**src/rtl/vsc8541_pkg.sv**
```systemverilog
// Shared definitions for the VSC8541 status poller: PHY register addresses,
// status bit positions, speed encoding and the poller state encoding.
package vsc8541_pkg;

  localparam logic [4:0] REG_BMSR       = 5'd1;
  localparam logic [4:0] REG_AUX_STATUS = 5'd28;

  localparam int BMSR_LINK_BIT  = 2;
  localparam int BMSR_ANEG_BIT  = 5;
  localparam int AUX_FDX_BIT    = 5;
  localparam int AUX_SPEED_LSB  = 3;
  localparam int AUX_SPEED_MSB  = 4;

  // Code 11 is reserved by the PHY and is passed through untouched
  typedef enum logic [1:0] {
    SPEED_10M  = 2'b00,
    SPEED_100M = 2'b01,
    SPEED_1G   = 2'b10,
    SPEED_RSVD = 2'b11
  } speed_e;

  typedef enum logic [2:0] {
    ST_IDLE      = 3'd0,
    ST_REQ_BMSR  = 3'd1,
    ST_WAIT_BMSR = 3'd2,
    ST_REQ_AUX   = 3'd3,
    ST_WAIT_AUX  = 3'd4,
    ST_UPDATE    = 3'd5
  } poll_state_e;

endpackage

```
**src/rtl/vsc8541_poll_timer.sv**
```systemverilog
// Loadable down-counter that paces the poller. Counts toward zero unless
// held, saturates at zero and reports it through a zero flag. The reset
// value is a parameter so the first poll is spaced like every later one.
module vsc8541_poll_timer #(
  parameter int               WIDTH       = 20,
  parameter logic [WIDTH-1:0] RESET_VALUE = '0
) (
  input  logic             clk,
  input  logic             i_reset_n,
  input  logic             i_load,
  input  logic [WIDTH-1:0] i_load_value,
  input  logic             i_hold,
  output logic             o_zero
);

  logic [WIDTH-1:0] count;

  // Load has priority; otherwise count down while not held, stopping at zero
  always_ff @(posedge clk or negedge i_reset_n) begin
    if (!i_reset_n) begin
      count <= RESET_VALUE;
    end else if (i_load) begin
      count <= i_load_value;
    end else if (!i_hold && (count != '0)) begin
      count <= count - 1'b1;
    end
  end

  assign o_zero = (count == '0);

endmodule

```
**src/rtl/vsc8541_status_poller.sv**
```systemverilog
// Periodic VSC8541 link-status poller. Reads BMSR then the auxiliary status
// register through the downstream MDIO register reader and publishes link,
// auto-negotiation, speed and duplex as registered outputs.
// Optional feature macro: VSC8541_POLL_TIMEOUT_EN adds a per-read watchdog
// that abandons a stuck read and raises a sticky o_error.
module vsc8541_status_poller
  import vsc8541_pkg::*;
#(
  parameter int POLL_CYCLES    = 1_000_000,
  parameter int MDC_DIVISOR    = 2,
  parameter int TIMEOUT_CYCLES = 4096
) (
  input  logic        clk,
  input  logic        i_reset_n,
  input  logic        i_enable,
  output logic [4:0]  o_register,
  output logic        o_read_en,
  input  logic [14:0] i_data,
  input  logic        i_dv,
  output logic        o_link_up,
  output logic        o_aneg_done,
  output logic [1:0]  o_speed,
  output logic        o_full_duplex,
  output logic        o_status_valid,
  output logic        o_link_change,
  output logic        o_error
);

  localparam int                 TIMER_W      = $clog2(POLL_CYCLES);
  localparam logic [TIMER_W-1:0] TIMER_RELOAD = TIMER_W'(POLL_CYCLES - 1);
  localparam int                 HOLD_W       = $clog2(MDC_DIVISOR + 1);
  localparam logic [HOLD_W-1:0]  HOLD_LAST    = HOLD_W'(MDC_DIVISOR);

  poll_state_e       state;
  poll_state_e       next_state;
  logic [HOLD_W-1:0] hold_cnt;
  logic [HOLD_W-1:0] next_hold_cnt;
  logic              next_read_en;
  logic [4:0]        next_register;
  logic              timer_load;
  logic              timer_zero;
  logic              in_req;
  logic              in_wait;
  logic              timeout;
  logic [14:0]       bmsr_q;
  logic [14:0]       aux_q;
  speed_e            aux_speed;
  logic              unused_bits;

  assign in_req  = (state == ST_REQ_BMSR) || (state == ST_REQ_AUX);
  assign in_wait = (state == ST_WAIT_BMSR) || (state == ST_WAIT_AUX);

  vsc8541_poll_timer #(
    .WIDTH       (TIMER_W),
    .RESET_VALUE (TIMER_RELOAD)
  ) u_timer (
    .clk          (clk),
    .i_reset_n    (i_reset_n),
    .i_load       (timer_load),
    .i_load_value (TIMER_RELOAD),
    .i_hold       (state != ST_IDLE),
    .o_zero       (timer_zero)
  );

`ifdef VSC8541_POLL_TIMEOUT_EN
  localparam int                WAIT_W    = $clog2(TIMEOUT_CYCLES + 1);
  localparam logic [WAIT_W-1:0] WAIT_LAST = WAIT_W'(TIMEOUT_CYCLES - 1);

  logic [WAIT_W-1:0] wait_cnt;
  logic              error_q;

  // An i_dv on the final watchdog cycle still wins over the timeout
  assign timeout = in_wait && !i_dv && (wait_cnt == WAIT_LAST);

  // Count cycles spent waiting for the reader; cleared whenever not waiting
  always_ff @(posedge clk or negedge i_reset_n) begin
    if (!i_reset_n) begin
      wait_cnt <= '0;
    end else if (in_wait) begin
      wait_cnt <= wait_cnt + 1'b1;
    end else begin
      wait_cnt <= '0;
    end
  end

  // Sticky error flag, cleared only by reset
  always_ff @(posedge clk or negedge i_reset_n) begin
    if (!i_reset_n) begin
      error_q <= 1'b0;
    end else if (timeout) begin
      error_q <= 1'b1;
    end
  end

  assign o_error = error_q;
`else
  logic [31:0] unused_timeout;

  assign unused_timeout = TIMEOUT_CYCLES;
  assign timeout        = 1'b0;
  assign o_error        = 1'b0;
`endif

  // Next-state, request-hold and register-address decode
  always_comb begin
    next_state    = state;
    timer_load    = 1'b0;
    next_read_en  = 1'b0;
    next_hold_cnt = '0;
    next_register = 5'd0;

    case (state)
      ST_IDLE: begin
        if (timer_zero && i_enable) next_state = ST_REQ_BMSR;
      end
      ST_REQ_BMSR: begin
        if (hold_cnt == HOLD_LAST) next_state = ST_WAIT_BMSR;
      end
      ST_WAIT_BMSR: begin
        if (i_dv) begin
          next_state = ST_REQ_AUX;
        end else if (timeout) begin
          next_state = ST_IDLE;
          timer_load = 1'b1;
        end
      end
      ST_REQ_AUX: begin
        if (hold_cnt == HOLD_LAST) next_state = ST_WAIT_AUX;
      end
      ST_WAIT_AUX: begin
        if (i_dv) begin
          next_state = ST_UPDATE;
        end else if (timeout) begin
          next_state = ST_IDLE;
          timer_load = 1'b1;
        end
      end
      ST_UPDATE: begin
        next_state = ST_IDLE;
        timer_load = 1'b1;
      end
      default: begin
        next_state = ST_IDLE;
      end
    endcase

    if (in_req && (hold_cnt != HOLD_LAST)) begin
      next_read_en  = 1'b1;
      next_hold_cnt = hold_cnt + 1'b1;
    end

    case (next_state)
      ST_REQ_BMSR, ST_WAIT_BMSR: next_register = REG_BMSR;
      ST_REQ_AUX,  ST_WAIT_AUX:  next_register = REG_AUX_STATUS;
      default:                   next_register = 5'd0;
    endcase
  end

  // State register plus the registered request interface to the reader
  always_ff @(posedge clk or negedge i_reset_n) begin
    if (!i_reset_n) begin
      state      <= ST_IDLE;
      hold_cnt   <= '0;
      o_read_en  <= 1'b0;
      o_register <= 5'd0;
    end else begin
      state      <= next_state;
      hold_cnt   <= next_hold_cnt;
      o_read_en  <= next_read_en;
      o_register <= next_register;
    end
  end

  // Capture reader data only while waiting for the matching read
  always_ff @(posedge clk or negedge i_reset_n) begin
    if (!i_reset_n) begin
      bmsr_q <= '0;
      aux_q  <= '0;
    end else if (i_dv && (state == ST_WAIT_BMSR)) begin
      bmsr_q <= i_data;
    end else if (i_dv && (state == ST_WAIT_AUX)) begin
      aux_q <= i_data;
    end
  end

  assign aux_speed = speed_e'(aux_q[AUX_SPEED_MSB:AUX_SPEED_LSB]);

  // Publish status only in UPDATE so a half-finished poll never leaks out
  always_ff @(posedge clk or negedge i_reset_n) begin
    if (!i_reset_n) begin
      o_link_up      <= 1'b0;
      o_aneg_done    <= 1'b0;
      o_speed        <= 2'b00;
      o_full_duplex  <= 1'b0;
      o_status_valid <= 1'b0;
      o_link_change  <= 1'b0;
    end else if (state == ST_UPDATE) begin
      o_link_up      <= bmsr_q[BMSR_LINK_BIT];
      o_aneg_done    <= bmsr_q[BMSR_ANEG_BIT];
      o_speed        <= aux_speed;
      o_full_duplex  <= aux_q[AUX_FDX_BIT];
      o_status_valid <= 1'b1;
      o_link_change  <= bmsr_q[BMSR_LINK_BIT] ^ o_link_up;
    end else begin
      o_link_change  <= 1'b0;
    end
  end

  // Only a few bits of each PHY register matter to the MAC/LED logic
  assign unused_bits = ^{bmsr_q, aux_q};

endmodule

```
**config.mk**
```make
export PLATFORM = sky130hd
export DESIGN_NAME = vsc8541_status_poller
export DESIGN_NICKNAME = d
export VERILOG_FILES = /design/src/rtl/vsc8541_pkg.sv /design/src/rtl/vsc8541_poll_timer.sv /design/src/rtl/vsc8541_status_poller.sv
export SDC_FILE = /design/constraint.sdc
export NUM_CORES = 1
export LEC_CHECK = 0
export CORE_ASPECT_RATIO = 2
export CORE_MARGIN = 3
export CORE_UTILIZATION = 56
export CTS_CLUSTER_DIAMETER = 60
export DETAILED_ROUTE_END_ITERATION = 7
export PLACE_DENSITY_LB_ADDON = 0.15
export REMOVE_ABC_BUFFERS = 1
export SLEW_MARGIN = 40
export SYNTH_ARGS = -nofsm -noshare
export SYNTH_HDL_FRONTEND = slang
export SYNTH_SLANG_ARGS = --single-unit
```
**constraint.sdc**
```tcl
create_clock -name clk -period 4 [get_ports clk]
set_clock_uncertainty 0.1 [all_clocks]
set_input_delay 0.8 -clock clk [delete_from_list [all_inputs] [get_ports clk]]
set_output_delay 0.8 -clock clk [all_outputs]
set_load 0.02 [all_outputs]
```
* Word-level counts from Yosys, hierarchy flattened
Index checks and enable logic that the tools add are counted. W data, S select, Z words.
Storage, ports and cells: word-level logic and storage cells 56, bits in registers 50, output and inout bits 14, bits of input ports 19
Cells by class: add/sub/neg operators 2, reduce and logical (&&, ||, !) cells 15, multiplexer cells 13, bitwise operators 2, equal/unequal tests 11
Operators by type and width (count):
- $mux W20 | 2
- $logic_not A20 Y1 | 1
- $reduce_bool A20 Y1 | 1
- $sub A20 B1 Y20 const B | 1
- $mux W3 | 5
- $pmux W3 S5 | 1
- $eq A3 B2 Y1 const B | 4
- $pmux W5 S2 | 1
- $eq A3 B3 Y1 const B | 3
- $eq A3 B1 Y1 const B | 2
- $logic_and A1 B1 Y1 | 5
- $reduce_or A2 Y1 | 2
- $logic_not A3 Y1 | 1
- $mux W1 | 3
- $reduce_bool A3 Y1 | 1
- $add A2 B1 Y2 const B | 1
- $eq A2 B2 Y1 const B | 1
- $mux W2 | 1
- $ne A2 B2 Y1 const B | 1
- $reduce_and A2 Y1 | 1
- $reduce_bool A2 Y1 | 1
- $logic_not A1 Y1 | 1
- $logic_or A1 B1 Y1 | 1
- $not A1 Y1 | 1
- $xor A1 B1 Y1 | 1

* Logic depth before layout (Yosys ltp)
Gate-level depths: netlist of run 1.
word-level depth 7, depth in mapped cells 8, gate-level depth less buffers 8

* Modules after synthesis
A second synthesis of run 1 with hierarchy kept.
Unflattened totals: cell total of the unflattened synthesis 233, area total of the unflattened synthesis 2339.7 um^2
Modules (own cells, without submodules):
- vsc8541_poll_timer | area an instance 1437.6 um^2, sequential area each 515.5 um^2, cells each 164, instances 1
- vsc8541_status_poller | area an instance 902.1 um^2, sequential area each 500.5 um^2, cells each 69, instances 1

* Worst setup path before layout of run 1
No wires, ideal clock.
kind reg2reg, start reg u_timer.count[6], end reg o_register[3], cell stages (with the launch flop) 6, arrival 1946 ps, required time 3775 ps, buffers on the path 1, library setup time 125 ps, setup slack 1829 ps, period minus slack after synthesis 2171 ps, cells stage by stage dfrtp_1 > or4_1 > buf_4 > or2_4 > o31ai_4 > mux2_2
Between the ends: word-level cells in the longest chain between the ends 7, elaborated cells on any way between the ends 11, classes of those cells eq/ne: 4; mux: 3; reduce/logical: 4
Ends and longest elaborated chain:
- start, declared | RTL line vsc8541_poll_timer.sv:16 | logic [WIDTH-1:0] count;
- start signal, assigned | RTL line vsc8541_poll_timer.sv:23 | count <= i_load_value;
- start signal, assigned | RTL line vsc8541_poll_timer.sv:25 | count <= count - 1'b1;
- $logic_not A20 Y1 (*) | RTL line vsc8541_poll_timer.sv:29 | assign o_zero = (count == '0);
- $logic_and A1 B1 Y1 (*) | RTL line vsc8541_status_poller.sv:114 | if (timer_zero && i_enable) next_state = ST_REQ_BMSR;
- $mux W3 (*) | RTL line vsc8541_status_poller.sv:114
- $pmux W3 S5 (*) | RTL line vsc8541_status_poller.sv:112 | case (state)
- named net next_state[0] | RTL line vsc8541_status_poller.sv:35 | poll_state_e next_state;
- $eq A3 B2 Y1 (tied with other cells) | RTL line vsc8541_status_poller.sv:152 | case (next_state)
- $reduce_or A2 Y1 | RTL line vsc8541_status_poller.sv:152
- $pmux W5 S2 (*) | RTL line vsc8541_status_poller.sv:152
- end signal, assigned | RTL line vsc8541_status_poller.sv:170 | o_register <= next_register;
- end, declared | RTL line vsc8541_status_poller.sv:16 | output logic [4:0] o_register,
The timed path passes the listed nets; every way through them passes the cells marked *. A chain may end at the register's enable or synchronous reset.

* Worst setup path in the final report of run 1
start reg u_timer.count[0], end reg u_timer.count[11]
Between the ends: word-level cells in the longest chain between the ends 3, elaborated cells on any way between the ends 6, classes of those cells add/sub: 1; mux: 2; reduce/logical: 3
Ends and longest elaborated chain:
- $sub A20 B1 Y20 / $reduce_bool A20 Y1 (equally long branches) | RTL line vsc8541_poll_timer.sv:25, vsc8541_poll_timer.sv:24
- $mux W20 / $logic_and A1 B1 Y1 (equally long branches) | RTL line vsc8541_poll_timer.sv:24 | end else if (!i_hold && (count != '0)) begin
- $mux W20 / $reduce_bool A2 Y1 (equally long branches)
Parallel ways exist; a longest one is shown, timed or not. The select of a mux whose other input is x is not followed.

==> results of run 1 <==
-- cells by family after synthesis --
family	Yosys count	share of synthesized area [%]
buf+inv	16	4.17
compound gates	19	7.89
xor+xnor	10	4.42
mux	11	5.93
flops	40	51.3
fa+ha+maj	3	1.89
other cells	1	0.189
simple gates	87	24.2
-- power by group through the flow --
stage,logic [uW],registers (uW),clock network [uW]
CTS,669,773,262
global route,735,797,281
finish,663,773,251
detailed placement,667,780,0
floorplan,433,793,0
global placement,639,766,0
-- flip-flops by register name, indices dropped and copies added, names as in the netlist --
signal          cells
state               3
o_register          2
aux_q               3
o_read_en           1
u_timer.count      20
o_speed             2
hold_cnt            2
bmsr_q              2
o_aneg_done         1
o_status_valid      1
o_full_duplex       1
o_link_up           1
o_link_change       1
-- per-stage QoR --
step	total power (uW)	utilization (%)	instances	worst slack (ns)	hold slack (ns)
floorplan	1230	-	179	1.77	0.303
global placement	1400	63.8	230	1.49	0.314
detailed placement	1450	63.9	230	1.44	0.319
CTS	1700	66.3	238	1.44	0.330
global route	1810	66.3	238	1.23	0.347
finish	1690	66.3	238	1.44	0.325
-- layer usage --
layer  part of all wire, %  track usage [%]
met5                     0                0
met3                   2.6             3.81
met2                    59             35.5
met4                   3.0             11.9
met1                    35             19.1
-- layout make-up --
cell class,instances,area [um^2],share of cell area (%)
inverters,7,26.3,1.17
flip-flops and latches,40,1020,45.3
clock inverters,1,5.00,0.223
multi-input cells,132,890,39.7
repair buffers,19,188,8.38
clock buffers,7,76.3,3.41
well taps,32,40.0,1.79
-- worst paths after layout --
| path | from | to | cells past startpoint | slack [ns] |
|---|---|---|---|---|
| worst max-delay path | u_timer.count[0] | u_timer.count[11] | 7 | 1.44 |
| worst min-delay path | hold_cnt[0] | hold_cnt[0] | 1 | 0.33 |
| worst max register to register | u_timer.count[0] | u_timer.count[11] | 7 | 1.44 |
| worst min register to register | hold_cnt[0] | hold_cnt[0] | 1 | 0.33 |
| max in group asynchronous | i_reset_n | u_timer.count[1] | 1 | 3.05 |
| min in group asynchronous | i_reset_n | o_link_up | 1 | 0.36 |
-- synthesized netlist by cell type, drive strengths merged, types with 5 or more instances --
cell type | instances | area, um^2
nand2 | 28 | 105
nor2 | 17 | 63.8
mux2 | 6 | 67.6
xor2 | 6 | 52.6
dfrtp | 28 | 701
mux2i | 5 | 50.1
dfstp | 12 | 315
nor3 | 5 | 25.0
inv | 7 | 26.3
nor4 | 5 | 61.3
buf | 6 | 45.0
nand3 | 5 | 25.0
-- placed cells by master, fill, tap and decap left out, types with 3 or more instances in the layout --
| cell type | Yosys | layout |
|---|---|---|
| nand2_1 | 28 | 28 |
| dfrtp_1 | 28 | 28 |
| clkdlybuf4s50_1 | 0 | 18 |
| nor2_1 | 17 | 16 |
| dfstp_2 | 12 | 12 |
| inv_1 | 6 | 6 |
| xor2_1 | 6 | 6 |
| mux2_2 | 6 | 6 |
| nor3_1 | 5 | 5 |
| mux2i_1 | 5 | 5 |
| nand3_1 | 5 | 5 |
| clkbuf_8 | 0 | 5 |
| or4_1 | 4 | 4 |
| or3_1 | 4 | 4 |
| xnor2_1 | 4 | 4 |
| or2_2 | 3 | 3 |
| nand2b_1 | 3 | 3 |
| nor4_1 | 3 | 3 |
| o31ai_1 | 3 | 3 |
| ha_1 | 3 | 3 |
-- worst register-to-register path, delay by kind of cell, from the launching register on --
family | cells | cell delay [ns]
simple gates | 3 | 1.01
compound gates | 1 | 0.55
flops | 1 | 0.37
fa+ha+maj | 1 | 0.17
mux | 1 | 0.14
buf+inv | 1 | 0.10
==> impl_metrics.csv, run 1 <==
group,metric,value,unit
outcome,status,"finished, final reports clean",
logic_synthesis,synth_seq_cells,40,
detailed_routing,wl_per_cell,15.9,um
logic_synthesis,ys_types,47,
pwr,p_switching,642,uW
logic_synthesis,synth-main-ff-cell,"dfrtp_1",
sta,slew_viol_final,0,
clock_tree,htreeDepth,2,
pwr,p_clk_share,14.9,%
clock_tree,root_buffer,"clkbuf_8",
worst_setup_path,required,4.06,ns
worst_setup_path,path_cells,"inv_1 -> ha_1 -> nor4b_1 -> nand4bb_1 -> o211ai_2 -> nor4_1 -> mux2i_1",
layout,fin_area,0.00224,mm^2
placed_design,numPortBuffers,19,
sta,rsz0062_at_grt,"false",
floorplan,dieArea,0.00433,mm^2
hold_path,holdCritPathClass,"flop to flop",
sta,hold_violations,0,
logic_synthesis,synth-seq-area-share,51.3,%
placed_design,place.gp.congestion,0.876,
clock_tree,postCtsSetupBuffers,0,
grt,grt_antenna_before_repair,0,
worst_setup_path,critical_path_buf_inv_count,1,
pwr,p_leak,0.000987,uW
clock_tree,cts_tree,"yes",
sta,tightest_slew,0.654,ns
grt,grt_overflow_total,0,
pwr,sw_frac_of_total,38.1,%
clock_tree,hold_buffers,0,
detailed_routing,drc,0,
sta,final-setup-viol-count,0,
layout,antenna_cells,0,
floorplan,start_util,58.7,%
logic_synthesis,synth_edf_count,0,
grt,grt.total_usage,20.1,%
placed_design,place_area,0.00216,mm^2
pwr,seqPwrFrac,45.8,%
worst_setup_path,critical_path.top_delay_family,"simple AND/OR/NAND/NOR gates",
detailed_routing,firstDrtPassIters,4,
sta,finalCriticalPeriod,2.56,ns
worst_setup_path,cpMaxStageDelayCell,"o211ai_2",
detailed_routing,via_count,1436,
layout,area_growth,13.1,%
detailed_routing,ant_nets,0,
floorplan,die_x,48.1,um
pwr,ir_drop,344,uV
logic_synthesis,syn_avg_cell_area,10.6,um^2
detailed_routing,first_iter_violations,21,
clock_tree,clock_path_buffers,2,
pwr,power.share.combinational,39.3,%
worst_setup_path,crit_type,"flop to flop",
clock_tree,cts_resized,0,
worst_setup_path,endpoint_kind,"flop",
floorplan,core.rowCount,30,
clock_tree,clk_pin_slew_worst_paths,0.08,ns
worst_setup_path,worst_setup_path_start_kind,"flop",
logic_synthesis,postSynthCellCount,187,
pwr,p_per_area,753,mW/mm^2
logic_synthesis,postSynth.asyncResetShare,100,%
logic_synthesis,synth_warnings,0,
grt,grt_pass1_wl,6.22,mm
worst_setup_path,crit_fanout,12,
sta,relSlewSlack,56.3,%
logic_synthesis,syn_area,0.00198,mm^2
detailed_routing,drt_wl_total,3.78,mm
grt,grt_pass1_vias,1457,
pwr,p_int,1050,uW
sta,period_share,64.1,%
placed_design,dp_hpwl,2.82,mm
worst_setup_path,crit_arrival,2.63,ns
flow_run,maxCapViolations,0,
layout,drive_above_1_share,17.5,%
layout,num-nets-final,227,
grt,grt_max_degree,41,
floorplan,boundaryPins,33,
worst_setup_path,slowest_delay,0.55,ns
sta,fin_setup_tns,0,ns
floorplan,core,0.00338,mm^2
layout,nFillCells,262,
clock_tree,cts_buffers,5,
floorplan,die_h,90.1,um
sta,fmax,390,MHz
clock_tree,cts_sinks,40,
clock_tree,clk_latency,0.29,ns
detailed_routing,vias_per_cell,6.03,
No activity file was read; power rests on OpenSTA's default activity.
==> run 2, diff against run 1 <==
- CORE_UTILIZATION: 56 -> 47
- clock period: 4 -> 2.2 ns (I/O delays scaled with it)
==> run 2 against run 1 <==
Hold slack gained 0.0079 ns; flip-flop and latch count is the same; via count grew 8.4%; cell count grew 21%; combinational power grew 140%; worst setup slack lost 1.4 ns; global-route usage shrank 0.75 points; sequential share of layout area shrank 5.8 points; critical path depth shrank 2; non-clock buffer count grew 31; power grew 110%; critical path type unchanged; largest power group is now combinational logic; highest routed layer unchanged.
==> impl_metrics.csv, run 2 (synthesis results as in run 1) <==
group,metric,value,unit
placed_design,numPortBuffers,19,
grt,grt.total_usage,19.4,%
hold_path,holdCritPathClass,"flop to flop",
layout,antenna_cells,0,
detailed_routing,vias_per_cell,5.40,
outcome,status,"finished, final reports clean",
worst_setup_path,crit_type,"flop to flop",
detailed_routing,drc,0,
layout,reg_top3,"u_timer.count (20), aux_q (3), state (3)",
worst_setup_path,worst_setup_path_start_kind,"flop",
worst_setup_path,crit_fanout,4,
clock_tree,clock_path_buffers,2,
worst_setup_path,rr_worst_depth,5,
floorplan,die_h,97.8,um
sta,fmax,464,MHz
layout,top_register,"u_timer.count",
placed_design,dp_slack,-0.0215,ns
layout,drive_above_1_share,31.2,%
layout,num-nets-final,258,
clock_tree,cts_buffers,5,
floorplan,start_util,50.0,%
sta,period_share,98.0,%
placed_design,place.gp.congestion,0.804,
detailed_routing,ant_nets,0,
detailed_routing,via_count,1556,
clock_tree,clk_latency,0.29,ns
layout,mostFrequentLayoutCells,"nand2_1 (28), buf_4 (28), dfrtp_1 (27)",
pwr,ir_drop,781,uV
worst_setup_path,endpoint_kind,"flop",
grt,grt_antenna_before_repair,0,
grt,grt_max_degree,20,
pwr,p_leak,0.00117,uW
sta,final.setup.worst_slack,0.0451,ns
floorplan,boundaryPins,33,
layout,area_growth,29.8,%
grt,grt_overflow_total,0,
grt,grt_pass1_wl,7.40,mm
sta,final-setup-viol-count,0,
clock_tree,htreeDepth,2,
sta,whs,0.333,ns
floorplan,die_x,51.9,um
layout,final_cells,288,
floorplan,dieArea,0.00508,mm^2
sta,finalCriticalPeriod,2.15,ns
clock_tree,cts_sinks,40,
clock_tree,root_buffer,"clkbuf_8",
detailed_routing,wl_per_cell,15.3,um
worst_setup_path,required,2.26,ns
grt,grt_pass1_vias,1577,
sta,hold_violations,0,
floorplan,core.rowCount,32,
placed_design,dp_hpwl,3.39,mm
sta,slew_viol_final,0,
pwr,finalPower,3560,uW
flow_run,maxCapViolations,0,
floorplan,core,0.00396,mm^2
layout,largest_reg_flops,20,
detailed_routing,drt_wl_total,4.42,mm
worst_setup_path,crit_arrival,2.21,ns
clock_tree,clk_pin_slew_worst_paths,0.07,ns
pwr,p_per_area,1380,mW/mm^2
hold_path,min_path_cells,1,
detailed_routing,first_iter_violations,23,
clock_tree,cts_tree,"yes",
detailed_routing,firstDrtPassIters,4,
sta,rsz0062_at_grt,"true",
placed_design,dp_cells,279,
-- run 2: worst paths after layout --
path	startpoint	to	slack, ns
min in group asynchronous	i_reset_n	o_full_duplex	0.52
setup / recovery	u_timer.count[6]	u_timer.count[12]	0.05
max in group asynchronous	i_reset_n	u_timer.count[2]	0.88
hold reg to reg	hold_cnt[0]	hold_cnt[0]	0.33
setup reg to reg	u_timer.count[6]	u_timer.count[12]	0.05
hold / removal	hold_cnt[0]	hold_cnt[0]	0.33
-- run 2: what timing repair did --
item | in CTS | in global routing
buffers inserted | 0 | 0
hold buffers | 1 | 0
setup endpoints to repair | 4 | 5
hold endpoints to repair | 11 | 0
resized for setup | 3 | 11
-- run 2: critical path: stages (launching register included) --
cell      delay [ns]
dfrtp_1         0.40
or4_4           0.56
or2_4           0.29
nand3b_1        0.23
o311ai_0        0.30
o41ai_1         0.13
-- run 2: through the flow --
step                setup TNS (ns)  util, %  area (um^2)
floorplan                  -0.0268        -         1930
global placement                 0     60.6         2400
detailed placement         -0.0459     60.6         2400
CTS                              0     63.9         2530
global route               -0.0567     64.9         2570
finish                           0     64.9         2570
-- run 2: layer usage --
metal	routed length (um)	GRT usage, %	up-vias
met5	0	0	-
met4	61	6.87	0
met3	104	3.36	7
met2	2650	36.7	26
met1	1600	20.0	774
li1	-	-	749
-- run 2: layout make-up --
cell class,count,area (um^2)
fill,311,1390
multi-input combinational,132,930
timing repair buffer,50,428
sequential,40,1020
tap,51,63.8
inverter,7,26.3
clock buffer,6,72.6
clock inverter,2,35.0
-- run 2: power by group --
part / switching [uW] / total (uW) / leakage, uW / internal [uW]
Clock: 244 / 581 / 0.0000552 / 336
Combinational: 778 / 1600 / 0.000626 / 818
Sequential: 261 / 1380 / 0.000491 / 1120
Total: 1280 / 3560 / 0.00117 / 2280
==> run 3, diff against run 2 <==
- PLACE_DENSITY: default -> 0.75
- PLACE_DENSITY_LB_ADDON: 0.15 -> default
==> run 3 against run 2 <==
Die area unchanged; critical endpoint is now u_timer.count[19]; sequential power about the same; worst setup slack improved by 0.025 ns; count of clock-buffer cells in the layout unchanged; global-route usage decreased by 1.0 points.
==> impl_metrics.csv, run 3 (synthesis results as in run 1) <==
group,metric,value,unit
clock_tree,hold_buffers,0,
detailed_routing,firstDrtPassIters,4,
layout,largest_reg_flops,20,
grt,grt_pass1_vias,1582,
floorplan,core.rowCount,32,
worst_setup_path,rr_worst_depth,6,
floorplan,dieArea,0.00508,mm^2
layout,final_cells,277,
grt,grt_antenna_before_repair,0,
clock_tree,root_buffer,"clkbuf_8",
clock_tree,cts_buffers,5,
worst_setup_path,endpoint_kind,"flop",
sta,hold_violations,0,
worst_setup_path,reg2reg_from,"u_timer.count[6]",
clock_tree,clock_path_buffers,2,
detailed_routing,drt_wl_total,4.03,mm
outcome,status,"finished, final reports clean",
worst_setup_path,crit_arrival,2.24,ns
placed_design,numPortBuffers,19,
worst_setup_path,crit_fanout,5,
detailed_routing,ant_nets,0,
worst_setup_path,crit_start,"u_timer.count[6]",
detailed_routing,vias_per_cell,5.39,
layout,nFillCells,318,
layout,drive_above_1_share,28.8,%
sta,fmax,469,MHz
placed_design,dp_hpwl,2.85,mm
layout,area_growth,25.7,%
floorplan,boundaryPins,33,
clock_tree,clk_latency,0.29,ns
layout,antenna_cells,0,
placed_design,dp_cells,268,
sta,fin_setup_tns,0,ns
layout,mostFrequentLayoutCells,"nand2_1 (28), dfrtp_1 (28), clkdlybuf4s50_1 (18)",
sta,period_share,96.8,%
floorplan,die_h,97.8,um
clock_tree,cts_sinks,40,
detailed_routing,wl_per_cell,14.6,um
clock_tree,htreeDepth,2,
pwr,p_leak,0.00111,uW
grt,grt.total_usage,18.4,%
grt,grt_max_degree,41,
worst_setup_path,r2r_slack,0.07,ns
layout,num-nets-final,247,
floorplan,core,0.00396,mm^2
grt,grt_pass1_wl,7.12,mm
pwr,ir_drop,598,uV
floorplan,start_util,50.0,%
floorplan,die_x,51.9,um
detailed_routing,drc,0,
worst_setup_path,required,2.31,ns
placed_design,place.gp.congestion,0.818,
worst_setup_path,worst_setup_path_start_kind,"flop",
hold_path,holdCritPathClass,"input port to asynchronous set/reset pin",
flow_run,maxCapViolations,0,
sta,finalCriticalPeriod,2.13,ns
grt,grt_overflow_total,0,
sta,slew_viol_final,0,
clock_tree,cts_tree,"yes",
clock_tree,clk_pin_slew_worst_paths,0.07,ns
sta,final-setup-viol-count,0,
sta,rsz0062_at_grt,"false",
pwr,finalPower,3420,uW
pwr,p_per_area,1370,mW/mm^2
worst_setup_path,crit_type,"flop to flop",
detailed_routing,via_count,1494,
detailed_routing,first_iter_violations,38,
worst_setup_path,timing.rr.end,"u_timer.count[19]",
layout,top_register,"u_timer.count",
layout,reg_top3,"u_timer.count (20), aux_q (3), state (3)",
[run 3: worst max path at each step]
stage                        endpoint
floorplan               o_register[3]
global placement     u_timer.count[6]
detailed placement  u_timer.count[19]
CTS                 u_timer.count[17]
global route        u_timer.count[17]
finish              u_timer.count[19]
[run 3: critical path, cell delays in order (launching register included)]
cell	delay, ns
dfrtp_1	0.39
or4_4	0.57
buf_4	0.19
nor4_4	0.21
and2_4	0.22
nor3_1	0.05
or3b_1	0.34
[run 3: layer usage]
metal | up-vias | GRT usage, % | part of all wire (%)
met5 | - | 0 | 0
met4 | 0 | 8.89 | 2.6
met3 | 7 | 3.51 | 2.6
met2 | 31 | 33.4 | 58
met1 | 731 | 19.1 | 37
li1 | 725 | - | -
[run 3: report_power, final]
group / switching, uW / total [uW] / internal (uW)
sequential: 267 / 1390 / 1120
clock: 242 / 579 / 336
combinational: 734 / 1450 / 719
[run 3: final cells by class]
| cell class | instances | area, um^2 | share of cell area (%) |
|---|---|---|---|
| clock inverter | 2 | 35.0 | 1.41 |
| sequential | 40 | 1020 | 40.8 |
| tap | 51 | 63.8 | 2.56 |
| inverter | 7 | 26.3 | 1.05 |
| multi-input combinational | 132 | 922 | 37.0 |
| timing repair buffer | 39 | 355 | 14.3 |
| clock buffer | 6 | 72.6 | 2.91 |
[run 3: through the flow]
step           utilization [%]  setup WS, ns  cell area, um^2  hold slack, ns
5_1_grt                   62.8       0.00182             2490          0.0248
4_1_cts                   62.0       0.00768             2460         0.00961
3_3_place_gp              58.9       -0.0197             2330           0.318
6_report                  62.8        0.0698             2490         0.00788
2_1_floorplan                -       -0.0254             1930          0.0444
3_5_place_dp              58.9       -0.0321             2330           0.324
[run 3: what timing repair did]
item / CTS / global route
resized for setup: 4 / 10
endpoints found under the setup margin: 11 / 8
buffers inserted: 0 / 1
hold endpoints to repair: 0 / 0
